**config.mk**
```make
export PLATFORM = sky130hd
export DESIGN_NAME = ysyx_22050039_exec_ctrl_flat
export DESIGN_NICKNAME = d
export VERILOG_FILES = /design/src/rtl/ysyx_22050039_exec_ctrl_if.sv /design/src/rtl/ysyx_22050039_exec_ctrl.sv /design/src/flat_wrapper.sv
export SDC_FILE = /design/constraint.sdc
export NUM_CORES = 1
export LEC_CHECK = 0
export ABC_AREA = 1
export BUFFER_PORTS_ARGS = -buffer_cell sky130_fd_sc_hd__buf_2
export CORE_AREA = 2 2 160 162
export DETAILED_ROUTE_END_ITERATION = 10
export DIE_AREA = 0 0 162 164
export SYNTH_ARGS = -nofsm -noshare
export SYNTH_HDL_FRONTEND = slang
export SYNTH_SLANG_ARGS = --single-unit
```
**constraint.sdc**
```tcl
create_clock -name clk -period 1.85 [get_ports clk]
set_input_delay 0.555 -clock clk [delete_from_list [all_inputs] [get_ports clk]]
set_output_delay 0.555 -clock clk [all_outputs]
set_load 0.005 [all_outputs]
```
**src/rtl/ysyx_22050039_exec_ctrl_if.sv**
```systemverilog
// ============================================================================
// Module   : ysyx_22050039_exec_ctrl_if
// Purpose  : Handshake/strobe bundle between the exec sequencer and IFU/IDU/LSU.
// Revision : 1.0
// ============================================================================
`default_nettype none

interface ysyx_22050039_exec_ctrl_if #(
  parameter int XLEN = 64
);
  logic            ifu_req;
  logic            ifu_ack;
  logic            dec_ebreak;
  logic            dec_invalid;
  logic            dec_load;
  logic            dec_store;
  logic            dec_rd_wen;
  logic [4:0]      dec_rd;
  logic            mem_req;
  logic            mem_wen;
  logic            mem_ack;
  logic            reg_wen;
  logic            pc_wen;
  logic            halt;
  logic [1:0]      halt_code;
  logic [XLEN-1:0] cycle_cnt;
  logic [XLEN-1:0] instret_cnt;

  // master: the sequencer; slave: the memories, decoder and register heap
  modport master (
    output ifu_req, mem_req, mem_wen, reg_wen, pc_wen, halt, halt_code,
           cycle_cnt, instret_cnt,
    input  ifu_ack, dec_ebreak, dec_invalid, dec_load, dec_store,
           dec_rd_wen, dec_rd, mem_ack
  );

  modport slave (
    input  ifu_req, mem_req, mem_wen, reg_wen, pc_wen, halt, halt_code,
           cycle_cnt, instret_cnt,
    output ifu_ack, dec_ebreak, dec_invalid, dec_load, dec_store,
           dec_rd_wen, dec_rd, mem_ack
  );
endinterface

`default_nettype wire

```
**src/rtl/ysyx_22050039_exec_ctrl.sv**
```systemverilog
// ============================================================================
// Module   : ysyx_22050039_exec_ctrl
// Purpose  : Multi-cycle IF/ID/EX/MEM/WB sequencer with halt, timeout, counters.
// Revision : 1.0
// ============================================================================
`default_nettype none

module ysyx_22050039_exec_ctrl #(
  parameter int XLEN    = 64,
  parameter int TIMEOUT = 255,
  parameter int TO_W    = 8
) (
  input  logic                      clk,
  input  logic                      rst,
  ysyx_22050039_exec_ctrl_if.master ctrl_io
);

  typedef enum logic [2:0] {
    S_IF   = 3'd0,
    S_ID   = 3'd1,
    S_EX   = 3'd2,
    S_MEM  = 3'd3,
    S_WB   = 3'd4,
    S_HALT = 3'd5
  } state_e;

  localparam logic [TO_W-1:0] TIMEOUT_LIM = TO_W'(TIMEOUT);
  localparam logic [1:0]      CODE_EBREAK  = 2'd0;
  localparam logic [1:0]      CODE_INVALID = 2'd1;
  localparam logic [1:0]      CODE_TIMEOUT = 2'd2;

  state_e          state_q, state_d;
  logic [TO_W-1:0] wait_q, wait_d;
  logic            is_load_q, is_load_d;
  logic            is_store_q, is_store_d;
  logic            rd_wen_q, rd_wen_d;
  logic [4:0]      rd_q, rd_d;
  logic [1:0]      halt_code_q, halt_code_d;

  logic            ifu_req_q;
  logic            mem_req_q;
  logic            mem_wen_q;
  logic            reg_wen_q;
  logic            pc_wen_q;
  logic            halt_q;
  logic [XLEN-1:0] cycle_q;
  logic [XLEN-1:0] instret_q;

  always_comb begin
    state_d     = state_q;
    is_load_d   = is_load_q;
    is_store_d  = is_store_q;
    rd_wen_d    = rd_wen_q;
    rd_d        = rd_q;
    halt_code_d = halt_code_q;

    case (state_q)
      S_IF: begin
        if (ctrl_io.ifu_ack) begin
          state_d = S_ID;
        end else if (wait_q == TIMEOUT_LIM) begin
          state_d     = S_HALT;
          halt_code_d = CODE_TIMEOUT;
        end
      end
      S_ID: begin
        // a load+store collision is resolved as a store
        is_store_d = ctrl_io.dec_store;
        is_load_d  = ctrl_io.dec_load & ~ctrl_io.dec_store;
        rd_wen_d   = ctrl_io.dec_rd_wen;
        rd_d       = ctrl_io.dec_rd;
        if (ctrl_io.dec_ebreak) begin
          state_d     = S_HALT;
          halt_code_d = CODE_EBREAK;
        end else if (ctrl_io.dec_invalid) begin
          state_d     = S_HALT;
          halt_code_d = CODE_INVALID;
        end else if (ctrl_io.dec_load || ctrl_io.dec_store) begin
          state_d = S_MEM;
        end else begin
          state_d = S_EX;
        end
      end
      S_EX:  state_d = S_WB;
      S_MEM: begin
        if (ctrl_io.mem_ack) begin
          state_d = S_WB;
        end else if (wait_q == TIMEOUT_LIM) begin
          state_d     = S_HALT;
          halt_code_d = CODE_TIMEOUT;
        end
      end
      S_WB:   state_d = S_IF;
      S_HALT: state_d = S_HALT;
      default: state_d = S_IF;
    endcase

    // Counter restarts on every state change, so entering IF or MEM sees 0
    wait_d = wait_q;
    if (state_d != state_q) begin
      wait_d = '0;
    end else if (state_q == S_IF || state_q == S_MEM) begin
      wait_d = wait_q + TO_W'(1);
    end
  end

  always_ff @(posedge clk) begin
    if (rst) begin
      state_q     <= S_IF;
      wait_q      <= '0;
      is_load_q   <= 1'b0;
      is_store_q  <= 1'b0;
      rd_wen_q    <= 1'b0;
      rd_q        <= 5'd0;
      halt_code_q <= 2'd0;
      // the fetch request follows the IF state straight out of reset
      ifu_req_q   <= 1'b1;
      mem_req_q   <= 1'b0;
      mem_wen_q   <= 1'b0;
      reg_wen_q   <= 1'b0;
      pc_wen_q    <= 1'b0;
      halt_q      <= 1'b0;
      cycle_q     <= '0;
      instret_q   <= '0;
    end else begin
      state_q     <= state_d;
      wait_q      <= wait_d;
      is_load_q   <= is_load_d;
      is_store_q  <= is_store_d;
      rd_wen_q    <= rd_wen_d;
      rd_q        <= rd_d;
      halt_code_q <= halt_code_d;

      ifu_req_q <= (state_d == S_IF);
      mem_req_q <= (state_d == S_MEM) && (is_load_d || is_store_d);
      mem_wen_q <= (state_d == S_MEM) && is_store_d;
      pc_wen_q  <= (state_d == S_WB);
      reg_wen_q <= (state_d == S_WB) && rd_wen_d && (rd_d != 5'd0);
      halt_q    <= (state_d == S_HALT);

      if (state_q != S_HALT) begin
        cycle_q <= cycle_q + XLEN'(1);
      end
      if (state_q == S_WB) begin
        instret_q <= instret_q + XLEN'(1);
      end
    end
  end

  assign ctrl_io.ifu_req     = ifu_req_q;
  assign ctrl_io.mem_req     = mem_req_q;
  assign ctrl_io.mem_wen     = mem_wen_q;
  assign ctrl_io.reg_wen     = reg_wen_q;
  assign ctrl_io.pc_wen      = pc_wen_q;
  assign ctrl_io.halt        = halt_q;
  assign ctrl_io.halt_code   = halt_code_q;
  assign ctrl_io.cycle_cnt   = cycle_q;
  assign ctrl_io.instret_cnt = instret_q;

endmodule

`default_nettype wire
```
**src/flat_wrapper.sv**
```systemverilog
// flat-port wrapper written by rule: the top's interface ports become plain ports
module ysyx_22050039_exec_ctrl_flat 
#(
  parameter int XLEN    = 64,
  parameter int TIMEOUT = 255,
  parameter int TO_W    = 8
)
  (clk, rst, ctrl_io_ifu_req, ctrl_io_mem_req, ctrl_io_mem_wen, ctrl_io_reg_wen, ctrl_io_pc_wen, ctrl_io_halt, ctrl_io_halt_code, ctrl_io_cycle_cnt, ctrl_io_instret_cnt, ctrl_io_ifu_ack, ctrl_io_dec_ebreak, ctrl_io_dec_invalid, ctrl_io_dec_load, ctrl_io_dec_store, ctrl_io_dec_rd_wen, ctrl_io_dec_rd, ctrl_io_mem_ack);
  ysyx_22050039_exec_ctrl_if #(.XLEN(XLEN)) ctrl_io_i ();
  input  logic clk;
  input  logic rst;
  output wire logic [$bits(ctrl_io_i.ifu_req)-1:0] ctrl_io_ifu_req;
  output wire logic [$bits(ctrl_io_i.mem_req)-1:0] ctrl_io_mem_req;
  output wire logic [$bits(ctrl_io_i.mem_wen)-1:0] ctrl_io_mem_wen;
  output wire logic [$bits(ctrl_io_i.reg_wen)-1:0] ctrl_io_reg_wen;
  output wire logic [$bits(ctrl_io_i.pc_wen)-1:0] ctrl_io_pc_wen;
  output wire logic [$bits(ctrl_io_i.halt)-1:0] ctrl_io_halt;
  output wire logic [$bits(ctrl_io_i.halt_code)-1:0] ctrl_io_halt_code;
  output wire logic [$bits(ctrl_io_i.cycle_cnt)-1:0] ctrl_io_cycle_cnt;
  output wire logic [$bits(ctrl_io_i.instret_cnt)-1:0] ctrl_io_instret_cnt;
  input wire logic [$bits(ctrl_io_i.ifu_ack)-1:0] ctrl_io_ifu_ack;
  input wire logic [$bits(ctrl_io_i.dec_ebreak)-1:0] ctrl_io_dec_ebreak;
  input wire logic [$bits(ctrl_io_i.dec_invalid)-1:0] ctrl_io_dec_invalid;
  input wire logic [$bits(ctrl_io_i.dec_load)-1:0] ctrl_io_dec_load;
  input wire logic [$bits(ctrl_io_i.dec_store)-1:0] ctrl_io_dec_store;
  input wire logic [$bits(ctrl_io_i.dec_rd_wen)-1:0] ctrl_io_dec_rd_wen;
  input wire logic [$bits(ctrl_io_i.dec_rd)-1:0] ctrl_io_dec_rd;
  input wire logic [$bits(ctrl_io_i.mem_ack)-1:0] ctrl_io_mem_ack;
  assign ctrl_io_ifu_req = ctrl_io_i.ifu_req;
  assign ctrl_io_mem_req = ctrl_io_i.mem_req;
  assign ctrl_io_mem_wen = ctrl_io_i.mem_wen;
  assign ctrl_io_reg_wen = ctrl_io_i.reg_wen;
  assign ctrl_io_pc_wen = ctrl_io_i.pc_wen;
  assign ctrl_io_halt = ctrl_io_i.halt;
  assign ctrl_io_halt_code = ctrl_io_i.halt_code;
  assign ctrl_io_cycle_cnt = ctrl_io_i.cycle_cnt;
  assign ctrl_io_instret_cnt = ctrl_io_i.instret_cnt;
  assign ctrl_io_i.ifu_ack = ctrl_io_ifu_ack;
  assign ctrl_io_i.dec_ebreak = ctrl_io_dec_ebreak;
  assign ctrl_io_i.dec_invalid = ctrl_io_dec_invalid;
  assign ctrl_io_i.dec_load = ctrl_io_dec_load;
  assign ctrl_io_i.dec_store = ctrl_io_dec_store;
  assign ctrl_io_i.dec_rd_wen = ctrl_io_dec_rd_wen;
  assign ctrl_io_i.dec_rd = ctrl_io_dec_rd;
  assign ctrl_io_i.mem_ack = ctrl_io_mem_ack;
  ysyx_22050039_exec_ctrl #(.XLEN(XLEN), .TIMEOUT(TIMEOUT), .TO_W(TO_W)) u_core (.clk(clk), .rst(rst), .ctrl_io(ctrl_io_i));
endmodule
```
Yosys cells after proc, flatten, opt, wreduce, memory -nomap -nowiden
Cells that the tools add are included.
- reductions and logical operators: 13
- bitwise gates (word level): 2
- muxes and demuxes: 17
- add/sub/neg operators: 3
- equal/unequal tests: 14
- operator list (cell ; count):
    $add A64 B1 Y64 const B ; 2
    $mux W3 ; 5
    $pmux W3 S5 ; 1
    $eq A3 B3 Y1 const B ; 4
    $mux W2 ; 5
    $eq A3 B2 Y1 const B ; 3
    $add A8 B1 Y8 const B ; 1
    $eq A8 B8 Y1 const B ; 1
    $logic_not A3 Y1 ; 2
    $ne A3 B3 Y1 const B ; 2
    $pmux W2 S3 ; 1
    $mux W5 ; 1
    $reduce_bool A5 Y1 ; 1
    $logic_and A1 B1 Y1 ; 4
    $mux W1 ; 4
    $ne A2 B2 Y1 const B ; 2
    $reduce_and A4 Y1 ; 1
    $eq A3 B1 Y1 const B ; 1
    $logic_or A1 B1 Y1 ; 3
    $ne A3 B3 Y1 ; 1
    $reduce_bool A3 Y1 ; 1
    $reduce_or A2 Y1 ; 1
    $and A1 B1 Y1 ; 1
    $not A1 Y1 ; 1
- bits in registers: 155
- input port bits: 14
- word-level logic and storage cells: 64
- output and inout bits: 136

Logic depth before layout (Yosys ltp)
Gate-level depths: netlist of run 1.
- depth after elaboration: 8
- gate-level depth with buffers: 12

Worst setup path after synthesis of run 1
OpenSTA, ideal clock, no wires.
- kind: flip-flop to flip-flop
- start: register u_core.cycle_q[0] (netlist: u_core.ctrl_io.cycle_cnt[0])
- end: register u_core.cycle_q[28] (netlist: u_core.ctrl_io.cycle_cnt[28])
- stages on the path, launching flop included: 13
- setup time: 0.128 ns
- path buffers: 0
- period minus slack after synthesis: 1.658 ns
- slack: 0.192 ns
- arrival: 1.530 ns
- required time: 1.722 ns
- cell sequence: dfxtp_1 -> ha_1 -> nand2_1 -> nor2_1 -> nand2_1 -> inv_1 -> nand2_1 -> nor2_4 -> nand2_2 -> nor2_1 -> nand2_1 -> nand2_1 -> nor2_1
- word-level cells in the longest chain between the ends: 1
- ends and longest elaborated chain (item ; RTL line ; source):
    start: declaration ; ysyx_22050039_exec_ctrl.sv:46 ; logic [XLEN-1:0] cycle_q;
    start signal: assignment ; ysyx_22050039_exec_ctrl.sv:142 ; cycle_q <= cycle_q + XLEN'(1);
    $add A64 B1 Y64 ; ysyx_22050039_exec_ctrl.sv:142 ;
Every way passes these cells.
A chain may end at the register's enable or synchronous reset.

Final worst setup path of run 1
- start: register u_core.state_q[2]
- end: register u_core.instret_q[46] (netlist: u_core.ctrl_io.instret_cnt[46])
- word-level cells in the longest chain between the ends: 1
- ends and longest elaborated chain (item ; RTL line ; source):
    start: declaration ; ysyx_22050039_exec_ctrl.sv:32 ; state_e state_q, state_d;
    start signal: assignment ; ysyx_22050039_exec_ctrl.sv:126 ; state_q <= state_d;
    $eq A3 B3 Y1 ; ysyx_22050039_exec_ctrl.sv:144 ; if (state_q == S_WB) begin
    end signal: assignment ; ysyx_22050039_exec_ctrl.sv:145 ; instret_q <= instret_q + XLEN'(1);
    end: declaration ; ysyx_22050039_exec_ctrl.sv:47 ; logic [XLEN-1:0] instret_q;
Every way passes these cells.

==> results of run 1 <==
==> sequential cells by signal, indices dropped and copies added, names as in the netlist, 2 cells and up <==
signal and flops:
u_core.wait_q 8, u_core.ctrl_io.halt_code 2, u_core.ctrl_io.cycle_cnt 64, u_core.rd_q 5, u_core.state_q 3, u_core.ctrl_io.instret_cnt 64
==> layer usage <==
layer / track usage [%] / vias up / share of wire [%]
li1: - / 4703 / -
met1: 24.90 / 4130 / 44
met2: 35.76 / 264 / 48
met3: 3.384 / 28 / 6.0
met4: 5.873 / 0 / 1.6
met5: 0 / - / 0
==> layout by cell type, fill, tap and decap left out, types with 3 or more instances in the layout <==
cell type,synthesis,final
nor3_1,36,32
nand3_2,1,5
o21a_1,8,8
dfxtp_1,155,140
inv_6,0,3
nor2_2,13,30
nand4_1,46,46
clkinvlp_4,0,4
clkbuf_16,0,17
o21ai_0,49,49
nor3_2,2,5
nand3_4,2,3
o21bai_1,6,6
nand2_2,4,7
nor2_8,4,4
dfxtp_2,0,15
nand2_4,5,5
nand2_1,320,317
buf_12,0,3
nor2_4,9,22
o21ai_1,3,3
xor2_1,22,22
nand3b_1,3,3
buf_2,2,149
ha_1,3,3
nor4_1,3,3
and2_1,3,3
xnor2_1,8,8
a211oi_1,3,3
nor2_1,272,242
inv_2,3,5
nor3b_1,4,4
buf_4,1,68
inv_1,174,172
or2_2,4,4
a31oi_1,4,4
a21oi_1,61,61
nand3_1,84,79
==> area by class of cell <==
class	count	area share [%]
antenna	1	0.02272
clock buffer	20	4.146
clock inverter	12	1.034
inverter	178	6.088
multi-input combinational	988	44.67
sequential	155	28.34
tap	330	3.748
timing repair buffer	220	11.95
==> report_power, final <==
part	switching, uW	internal (uW)	total (uW)
Clock	1510	1940	3440
Combinational	408	239	646
Sequential	45.9	3410	3460
==> Yosys cell counts, types with 4 or more instances <==
cell type,count
nor3b_1,4
nand2_2,4
xor2_1,22
a31oi_1,4
dfxtp_1,155
inv_1,174
nor2_2,13
nor2_8,4
nor3_1,36
o21bai_1,6
nand2_1,320
o21a_1,8
nor2_1,272
xnor2_1,8
nand4_1,46
a21oi_1,61
nand3_1,84
o21ai_0,49
or2_2,4
nand2_4,5
clkbuf_1,15
nor2_4,9
==> logic make-up after synthesis <==
group / after synthesis / synth area share [%]
AND/OR/NAND/NOR: 819 / 42.87
flip-flops: 155 / 36.26
XOR/XNOR: 30 / 3.071
buffers and inverters: 197 / 8.744
AO/OA/AOI/OAI: 136 / 8.612
adder cells (fa/ha/maj): 3 / 0.4387
==> metrics by stage <==
step | utilization [%] | total power [uW] | hold slack (ps) | cells | instance area [um^2]
5_1_grt | 44.37 | 7861 | 405.7 | 1903 | 11010
3_3_place_gp | 40.92 | 4159 | 464.5 | 1864 | 10160
4_1_cts | 43.23 | 7620 | 392.8 | 1896 | 10730
3_5_place_dp | 40.92 | 4170 | 466.6 | 1864 | 10160
2_1_floorplan | - | 3944 | 455.3 | 1340 | 8557
6_report | 44.38 | 7546 | 405.7 | 1904 | 11020
==> worst max-delay path, delay by kind of cell (launching register included) <==
family	cells	cell delay [ps]
XOR/XNOR	1	130
buffers and inverters	2	230
flip-flops	1	410
AND/OR/NAND/NOR	5	840
==> final timing paths <==
| check | depth (start not counted) | end | startpoint | slack [ps] |
|---|---|---|---|---|
| setup / recovery | 8 | u_core.ctrl_io.instret_cnt[46] | u_core.state_q[2] | 130 |
| hold / removal | 3 | u_core.rd_q[0] | ctrl_io_dec_rd[0] | 410 |
| setup reg to reg | 8 | u_core.ctrl_io.instret_cnt[46] | u_core.state_q[2] | 130 |
| hold reg to reg | 2 | u_core.ctrl_io.halt_code[0] | u_core.ctrl_io.halt_code[0] | 470 |
==> repair_timing <==
item                                    CTS  global route
gates cloned                              0             0
pin swaps                                 0            12
buffers inserted                          0             7
endpoints found under the setup margin    4            66
resized for setup                         1            73
==> summary.txt, run 1 <==
Outcome
  • Outcome: complete, no violations

GRT
  • Gr ovfl total: 0
  • First-pass GRT wire length: 42680 um
  • Vias in the first global route: 8677
  • All-Layer GR Usage: 20.08%
  • Largest net degree at the start of global routing: 57
  • Antenna violations before repair: 0

Timing
  • Setup violators final: 0
  • Post-route minimum period: 1723 ps
  • TNS Setup: 0 ps
  • PnR worst setup slack: 127.1 ps
  • Fin crit share: 93.13%
  • Max Slew Vio Count: 0
  • Final hold vios: 0
  • Max Freq: 580.4 MHz
  • Setup repair after global routing missed its margin: true
  • Clock skew: 13.75 ps
  • Tightest Pin Transition: 389.8 ps
  • Rel. slew slack: 73.78%

Routing
  • Avg Vias per Cell: 4.793
  • Routed Antenna Nets: 0
  • DR pass1 iterations: 5
  • Initial detailed-routing violation count: 622
  • Routed len/inst: 14.01 um
  • Final WL: 26670 um
  • Vias: 9125
  • DRC errors left: 0

Cells and area
  • Filler cells: 2632
  • Reg area: 0.003122 mm^2
  • Area grow syn2layout: 28.73%
  • Multi-input logic area: 0.004921 mm^2
  • Nets: 1577
  • Share of cells above drive strength 1: 23.01%

Setup path
  • Crit Path Max Fanout: 8
  • WP data required: 2160 ps
  • Critical path launch point type: register
  • CP max-delay cell: dfxtp_1
  • Worst-path cell chain: buf_4, inv_4, nor2_4, nand3_1, nor2_4, nand2_1, xor2_1, nor2_1
  • Most used cell, CP: nor2_4
  • Crit Path Category: register to register
  • Arrival time at the worst endpoint: 2040 ps
  • CP endpoint kind: register
  • Slowest cell delay on critical path: 410 ps

Min path
  • Hold WC Path Type: primary input to register

Yosys
  • Cell Area, Synth: 0.008557 mm^2
  • Synth area leaders: dfxtp_1 36%, nand2_1 14%, nor2_1 12%, inv_1 7.6%, nand3_1 4.9%
  • Yosys reg bits: 155
  • Distinct cells, synth: 41
  • Seq/Total Area, Yosys: 36.26%
  • Largest area contributor in the netlist: dfxtp_1
  • Synth top area share: 36.26%
  • Asr flop ratio synth: 0%
  • Syn Inst Count: 1340
  • Syn avg cell area: 6.386 um^2
  • Syn_nets: 1357
  • Post-synth top flop: dfxtp_1
  • EDFF count, synth: 0
  • Yosys warnings: 0

Clocking
  • Clock slew at reported path FFs: 70 ps
  • CTS tree: yes
  • CTS root buffer: clkbuf_16
  • Worst-skew pair later-pin latency: 430 ps
  • Post-CTS Hold Fix Bufs: 0
  • H-tree depth: 4
  • CTS Buf Count: 17
  • Clock Path Buffers: 2
  • TritonCTS sink count: 155

Power and ir drop
  • PD cells: 685.0 mW/mm^2
  • Static Leak: 0.004750 uW
  • Maximum vdd drop: 0.4239 mV

Floorplanning
  • Initial Util: 34.48%
  • Chip Height: 164 um
  • Die area: 0.02657 mm^2
  • FP Rows: 58
  • Top Ports: 150
  • Die width: 162 um
  • Core box area: 0.02482 mm^2

Place
  • HPWL Detailed: 20790 um
  • GPL Wtd Cong: 0.8667
  • Dpl ws: -79.16 ps
  • Port Buffers: 149

Flow run
  • MaxCap Viol Count: 0
No activity file was read; power rests on OpenSTA's default activity.
==> inputs of run 2 (changes only) <==
ABC_AREA = default   (was 1)
CORE_AREA = 2 2 148 150   (was 2 2 160 162)
DIE_AREA = 0 0 150 152   (was 0 0 162 164)
clock period = 1.7 ns   (was 1.85 ns; I/O delays follow)
==> summary.txt, run 2 <==
Outcome
  • Failing checks: negative setup slack
  • Outcome: complete, but fails checks

Min path
  • HP Start: ctrl_io_dec_rd[1]
  • Min-Delay Endpoint: u_core.rd_q[1]
  • Hold WC Path Type: primary input to register
  • Hold Path Stages: 3

Setup path
  • Reg2reg setup slack: -310 ps
  • WP data required: 2060 ps
  • Crit Path Max Fanout: 6
  • Arrival time at the worst endpoint: 2370 ps
  • Crit Path Category: register to register
  • CP endpoint kind: register
  • Critical path launch point type: register
  • FF-to-FF Start: u_core.ctrl_io.cycle_cnt[1]
  • Reg2Reg Depth: 6
  • Worst R2R End: u_core.ctrl_io.cycle_cnt[40]

Timing
  • Post-route minimum period: 2011 ps
  • Setup violators final: 92
  • PnR worst setup slack: -310.6 ps
  • Setup repair after global routing missed its margin: true
  • Max Slew Vio Count: 0
  • Fin crit share: 118.3%
  • Max Freq: 497.4 MHz
  • Rel. slew slack: 69.27%
  • Final hold vios: 0
  • Clock skew: 17.39 ps
  • Tightest Pin Transition: 459.8 ps
  • Hold_ws: 321.9 ps

Place
  • Port Buffers: 149
  • HPWL Detailed: 15720 um
  • GPL Wtd Cong: 0.8504
  • DP Area: 0.01000 mm^2

GRT
  • Gr ovfl total: 0
  • Antenna violations before repair: 4
  • First-pass GRT wire length: 36330 um
  • Largest net degree at the start of global routing: 39
  • All-Layer GR Usage: 19.60%
  • Vias in the first global route: 7440

Routing
  • DRC errors left: 0
  • DR pass1 iterations: 5
  • Final WL: 24020 um
  • Initial detailed-routing violation count: 384
  • Avg Vias per Cell: 5.125
  • Routed len/inst: 15.20 um
  • Routed Antenna Nets: 0
  • Vias: 8098

Yosys
  • Syn_nets: 893
  • Post-synth top flop: dfxtp_1
  • Yosys reg bits: 155
  • Yosys warnings: 0
  • Seq/Total Area, Yosys: 42.51%
  • Distinct cells, synth: 55
  • EDFF count, synth: 0
  • Syn Inst Count: 876
  • Most common cell in the synthesized netlist: dfxtp_1
  • Synth area leaders: dfxtp_1 43%, nor2_1 5.6%, a21oi_1 5.3%, xnor2_1 4.3%, xor2_1 4.2%
  • Syn avg cell area: 8.333 um^2
  • Asr flop ratio synth: 0%
  • Largest area contributor in the netlist: dfxtp_1
  • Most frequent cells after synthesis: 155 x dfxtp_1, 109 x nor2_1, 77 x a21oi_1
  • Synth top area share: 42.51%
  • Cell Area, Synth: 0.007300 mm^2

Cells and area
  • Commonest non-fill, non-tap cell in the layout: buf_4
  • Share of cells above drive strength 1: 49.58%
  • Nets: 1301
  • Area grow syn2layout: 63.78%
  • Fin area: 0.01196 mm^2
  • Commonest non-fill, non-tap cells in the layout: 236 x buf_4, 149 x buf_2, 113 x dfxtp_1, 102 x nor2_1, 72 x nand2_1

Floorplanning
  • Chip Height: 152 um
  • Die area: 0.02280 mm^2
  • Top Ports: 150
  • Initial Util: 34.19%
  • Die width: 150 um
  • FP Rows: 54
  • Core box area: 0.02135 mm^2

Clocking
  • Post-CTS Hold Fix Bufs: 0
  • Clock Path Buffers: 2
  • CTS Buf Count: 17
  • CTS tree: yes
  • CTS root buffer: clkbuf_16
  • Worst-skew pair later-pin latency: 440 ps
  • H-tree depth: 4
  • TritonCTS sink count: 155
  • Clock slew at reported path FFs: 70 ps

Flow run
  • MaxCap Viol Count: 0

Power and ir drop
  • PD cells: 668.5 mW/mm^2
  • Maximum vdd drop: 0.6368 mV
  • Static Leak: 0.005183 uW
[run 2: changes by cell type after synthesis, moves of 31 or more]
cell / previous run / this run
nor2_1: 272 / 109
o31ai_1: 0 / 31
inv_1: 174 / 17
nand2_1: 320 / 75
or3_1: 0 / 31
or4_1: 0 / 33
nand3_1: 84 / 44
[run 2: layout make-up]
class / count / area [um^2]
inverter: 17 / 63.81
fill: 1907 / 9395
clock inverter: 14 / 137.6
clock buffer: 18 / 429.2
sequential: 155 / 3168
multi-input combinational: 662 / 4730
antenna: 3 / 7.507
timing repair buffer: 431 / 3069
tap: 280 / 350.3
[run 2: through the flow]
step | setup TNS, ps | std cells | total power, uW | setup slack, ps | util (%)
4_1_cts | -11300 | 1551 | 7976 | -256.6 | 52.74
3_5_place_dp | -17090 | 1477 | 4218 | -295.7 | 46.84
5_1_grt | -23390 | 1579 | 8268 | -397.3 | 55.98
6_report | -15170 | 1580 | 7992 | -310.6 | 56.00
2_1_floorplan | -8429 | 876 | 4036 | -283.0 | -
3_3_place_gp | -14920 | 1477 | 4211 | -289.6 | 46.84
[run 2: worst max-delay path, cell delays in order (launching register included)]
cell	delay, ps
dfxtp_4	370
ha_4	160
nand2_2	70
or3_4	330
or4_4	480
or3_4	420
a21oi_2	110
[run 2: what timing repair did]
item,in CTS,in global routing
gates cloned,3,2
endpoints found under the hold margin,0,0
buffers inserted,39,34
gates resized for setup,99,119
pin swaps,47,88
endpoints found under the setup margin,101,118
[run 2: routing by layer]
layer	track usage [%]	share of wire, %
met2	32.57	48
met1	24.21	44
met4	8.805	3.2
met5	0	0.054
met3	4.174	4.7
[run 2: where the power goes]
group / switching, uW / internal, uW
registers: 30.7 / 3670
clock network: 1700 / 2060
logic: 294 / 241
[run 2: worst max-delay path by stage]
stage / start / to / cells past startpoint
3_3_place_gp: u_core.ctrl_io.cycle_cnt[4] / u_core.ctrl_io.cycle_cnt[58] / 5
2_1_floorplan: u_core.state_q[1] / u_core.ctrl_io.cycle_cnt[48] / 7
5_1_grt: u_core.ctrl_io.cycle_cnt[1] / u_core.ctrl_io.cycle_cnt[40] / 7
3_5_place_dp: u_core.state_q[0] / u_core.ctrl_io.instret_cnt[42] / 7
6_report: u_core.ctrl_io.cycle_cnt[1] / u_core.ctrl_io.cycle_cnt[40] / 6
4_1_cts: u_core.ctrl_io.cycle_cnt[17] / u_core.ctrl_io.cycle_cnt[58] / 5
[run 2: logic make-up (layout without fill, tap and decap cells)]
kind of cell               after synthesis  in the layout  synth area share (%)
AOI/OAI and AO/OA                      152            152                 11.96
xor gates and xnor gates                71             71                 8.519
adders and majority gates                3              3                0.5143
buffers and inverters                   61            480                 3.548
DFF                                    155            155                 42.51
muxes                                    3              3                0.4456
other                                    0              3                     0
and+or+nand+nor                        431            433                 32.50
==> inputs of run 3 (changes only) <==
REMOVE_ABC_BUFFERS = 1   (was default)
TNS_END_PERCENT = 5   (was default)
==> summary.txt, run 3 (same netlist as run 2, synthesis figures left out) <==
Setup path
  • CP endpoint kind: register
  • Crit path from: u_core.ctrl_io.cycle_cnt[0]
  • Reg2Reg Depth: 7
  • Arrival time at the worst endpoint: 2400 ps
  • Reg2reg setup slack: -360 ps
  • WP data required: 2050 ps
  • Critical path launch point type: register
  • Slowest cell delay on critical path: 480 ps
  • Crit Path Category: register to register
  • FF-to-FF Start: u_core.ctrl_io.cycle_cnt[0]
  • Worst R2R End: u_core.ctrl_io.cycle_cnt[48]
  • Worst-path cell chain: ha_4, nand2_2, or3_4, or4_4, buf_4, or3_1, a21oi_1
  • CP max-delay cell: or4_4
  • Crit Path Max Fanout: 6

Clocking
  • Clock slew at reported path FFs: 70 ps
  • Post-CTS Hold Fix Bufs: 0
  • CTS root buffer: clkbuf_16
  • CTS tree: yes
  • TritonCTS sink count: 155
  • Worst-skew pair later-pin latency: 420 ps
  • Clock Path Buffers: 2
  • H-tree depth: 4
  • CTS Buf Count: 17

Timing
  • Tightest Pin Transition: 400.8 ps
  • Fin crit share: 120.9%
  • Max Freq: 486.4 MHz
  • PnR worst setup slack: -356.0 ps
  • Post-route minimum period: 2056 ps
  • Rel. slew slack: 73.28%
  • Final hold vios: 0
  • Max Slew Vio Count: 0
  • Clock skew: 11.66 ps
  • Setup violators final: 87
  • Setup repair after global routing missed its margin: true

GRT
  • Antenna violations before repair: 0
  • Gr ovfl total: 0
  • All-Layer GR Usage: 19.22%
  • Largest net degree at the start of global routing: 65
  • Vias in the first global route: 7388
  • First-pass GRT wire length: 36070 um

Cells and area
  • Share of cells above drive strength 1: 42.53%
  • Reg area: 0.003141 mm^2
  • Area grow syn2layout: 53.82%
  • Layout Cells excl Fill: 1531
  • Commonest non-fill, non-tap cells in the layout: 210 x buf_4, 149 x buf_2, 133 x dfxtp_1, 102 x nor2_1, 74 x nand2_1
  • Multi-input logic area: 0.004362 mm^2
  • Fin area: 0.01123 mm^2
  • Filler cells: 2048
  • Nets: 1255
  • Ant. Diodes: 0
  • Commonest non-fill, non-tap cell in the layout: buf_4

Place
  • Placed cells: 1485
  • GPL Wtd Cong: 0.9040
  • HPWL Detailed: 15830 um
  • Port Buffers: 149
  • DP Area: 0.009910 mm^2

Power and ir drop
  • Static Leak: 0.004731 uW
  • Overall power: 8492 uW
  • PD cells: 756.3 mW/mm^2
  • Maximum vdd drop: 0.6023 mV

Routing
  • DRC errors left: 0
  • Vias: 7794
  • Initial detailed-routing violation count: 439
  • Final WL: 22550 um
  • Routed len/inst: 14.73 um
  • Avg Vias per Cell: 5.091
  • Routed Antenna Nets: 0
  • DR pass1 iterations: 5

Floorplanning
  • Die width: 150 um
  • Chip Height: 152 um
  • Die area: 0.02280 mm^2
  • Initial Util: 34.19%
  • Top Ports: 150
  • Core box area: 0.02135 mm^2
  • FP Rows: 54

Outcome
  • Failing checks: negative setup slack
  • Outcome: complete, but fails checks

Min path
  • Hold Path Stages: 3
  • Min-Delay Endpoint: u_core.rd_q[4]
  • Hold WC Path Type: primary input to register
  • HP Start: ctrl_io_dec_rd[4]

Flow run
  • MaxCap Viol Count: 0
==> run 3: cell type report <==
type	instances	area share, %
clock buffer	20	3.978
timing repair buffer	387	23.65
sequential	155	27.97
inverter	17	0.5683
tap	280	3.120
multi-input combinational	660	38.85
clock inverter	12	1.872
==> run 3: worst max-delay path: cells and delay by family (launching register included) <==
kind	cells	cell delay [ps]
compound gates	1	140
fa+ha+maj	1	150
flops	1	360
simple gates	4	1170
buf+inv	1	170
==> run 3: how the worst max path moves through the flow <==
stage               depth (start not counted)                             end  slack [ps]
finish                                      7    u_core.ctrl_io.cycle_cnt[48]        -360
global route                                5    u_core.ctrl_io.cycle_cnt[60]        -470
CTS                                         6    u_core.ctrl_io.cycle_cnt[28]        -350
detailed placement                          5    u_core.ctrl_io.cycle_cnt[60]        -420
global placement                            7    u_core.ctrl_io.cycle_cnt[43]        -380
floorplan                                   5  u_core.ctrl_io.instret_cnt[55]        -650
==> run 3: what timing repair did <==
action	4_1_cts	5_1_grt
buffers inserted	7	9
cloned	0	1
setup endpoints to repair	115	124
pin swaps	57	35
gates resized for setup	60	90
==> run 3: layer usage <==
metal / wire length, um / track usage, %
met3: 1105 / 3.784
met2: 10420 / 30.90
met1: 10430 / 25.65
met5: 0 / 0
met4: 591 / 6.694
==> run 3: report_power, final <==
group / internal [uW] / switching, uW / leakage [uW] / total, uW
sequential: 3670 / 28.4 / 0.00126 / 3700
combinational: 250 / 293 / 0.00315 / 542
clock: 2670 / 1580 / 0.000316 / 4250
total: 6590 / 1900 / 0.00473 / 8490
==> run 3: per-stage QoR <==
step | TNS [ps] | hold slack, ps | worst slack, ps | util [%]
finish | -12100 | 319.3 | -356.0 | 52.59
global route | -20720 | 310.7 | -466.2 | 52.59
CTS | -15990 | 304.3 | -345.7 | 50.68
detailed placement | -26320 | 443.3 | -422.7 | 46.41
global placement | -23030 | 440.3 | -384.8 | 46.41
floorplan | -33530 | 424.7 | -649.8 | -
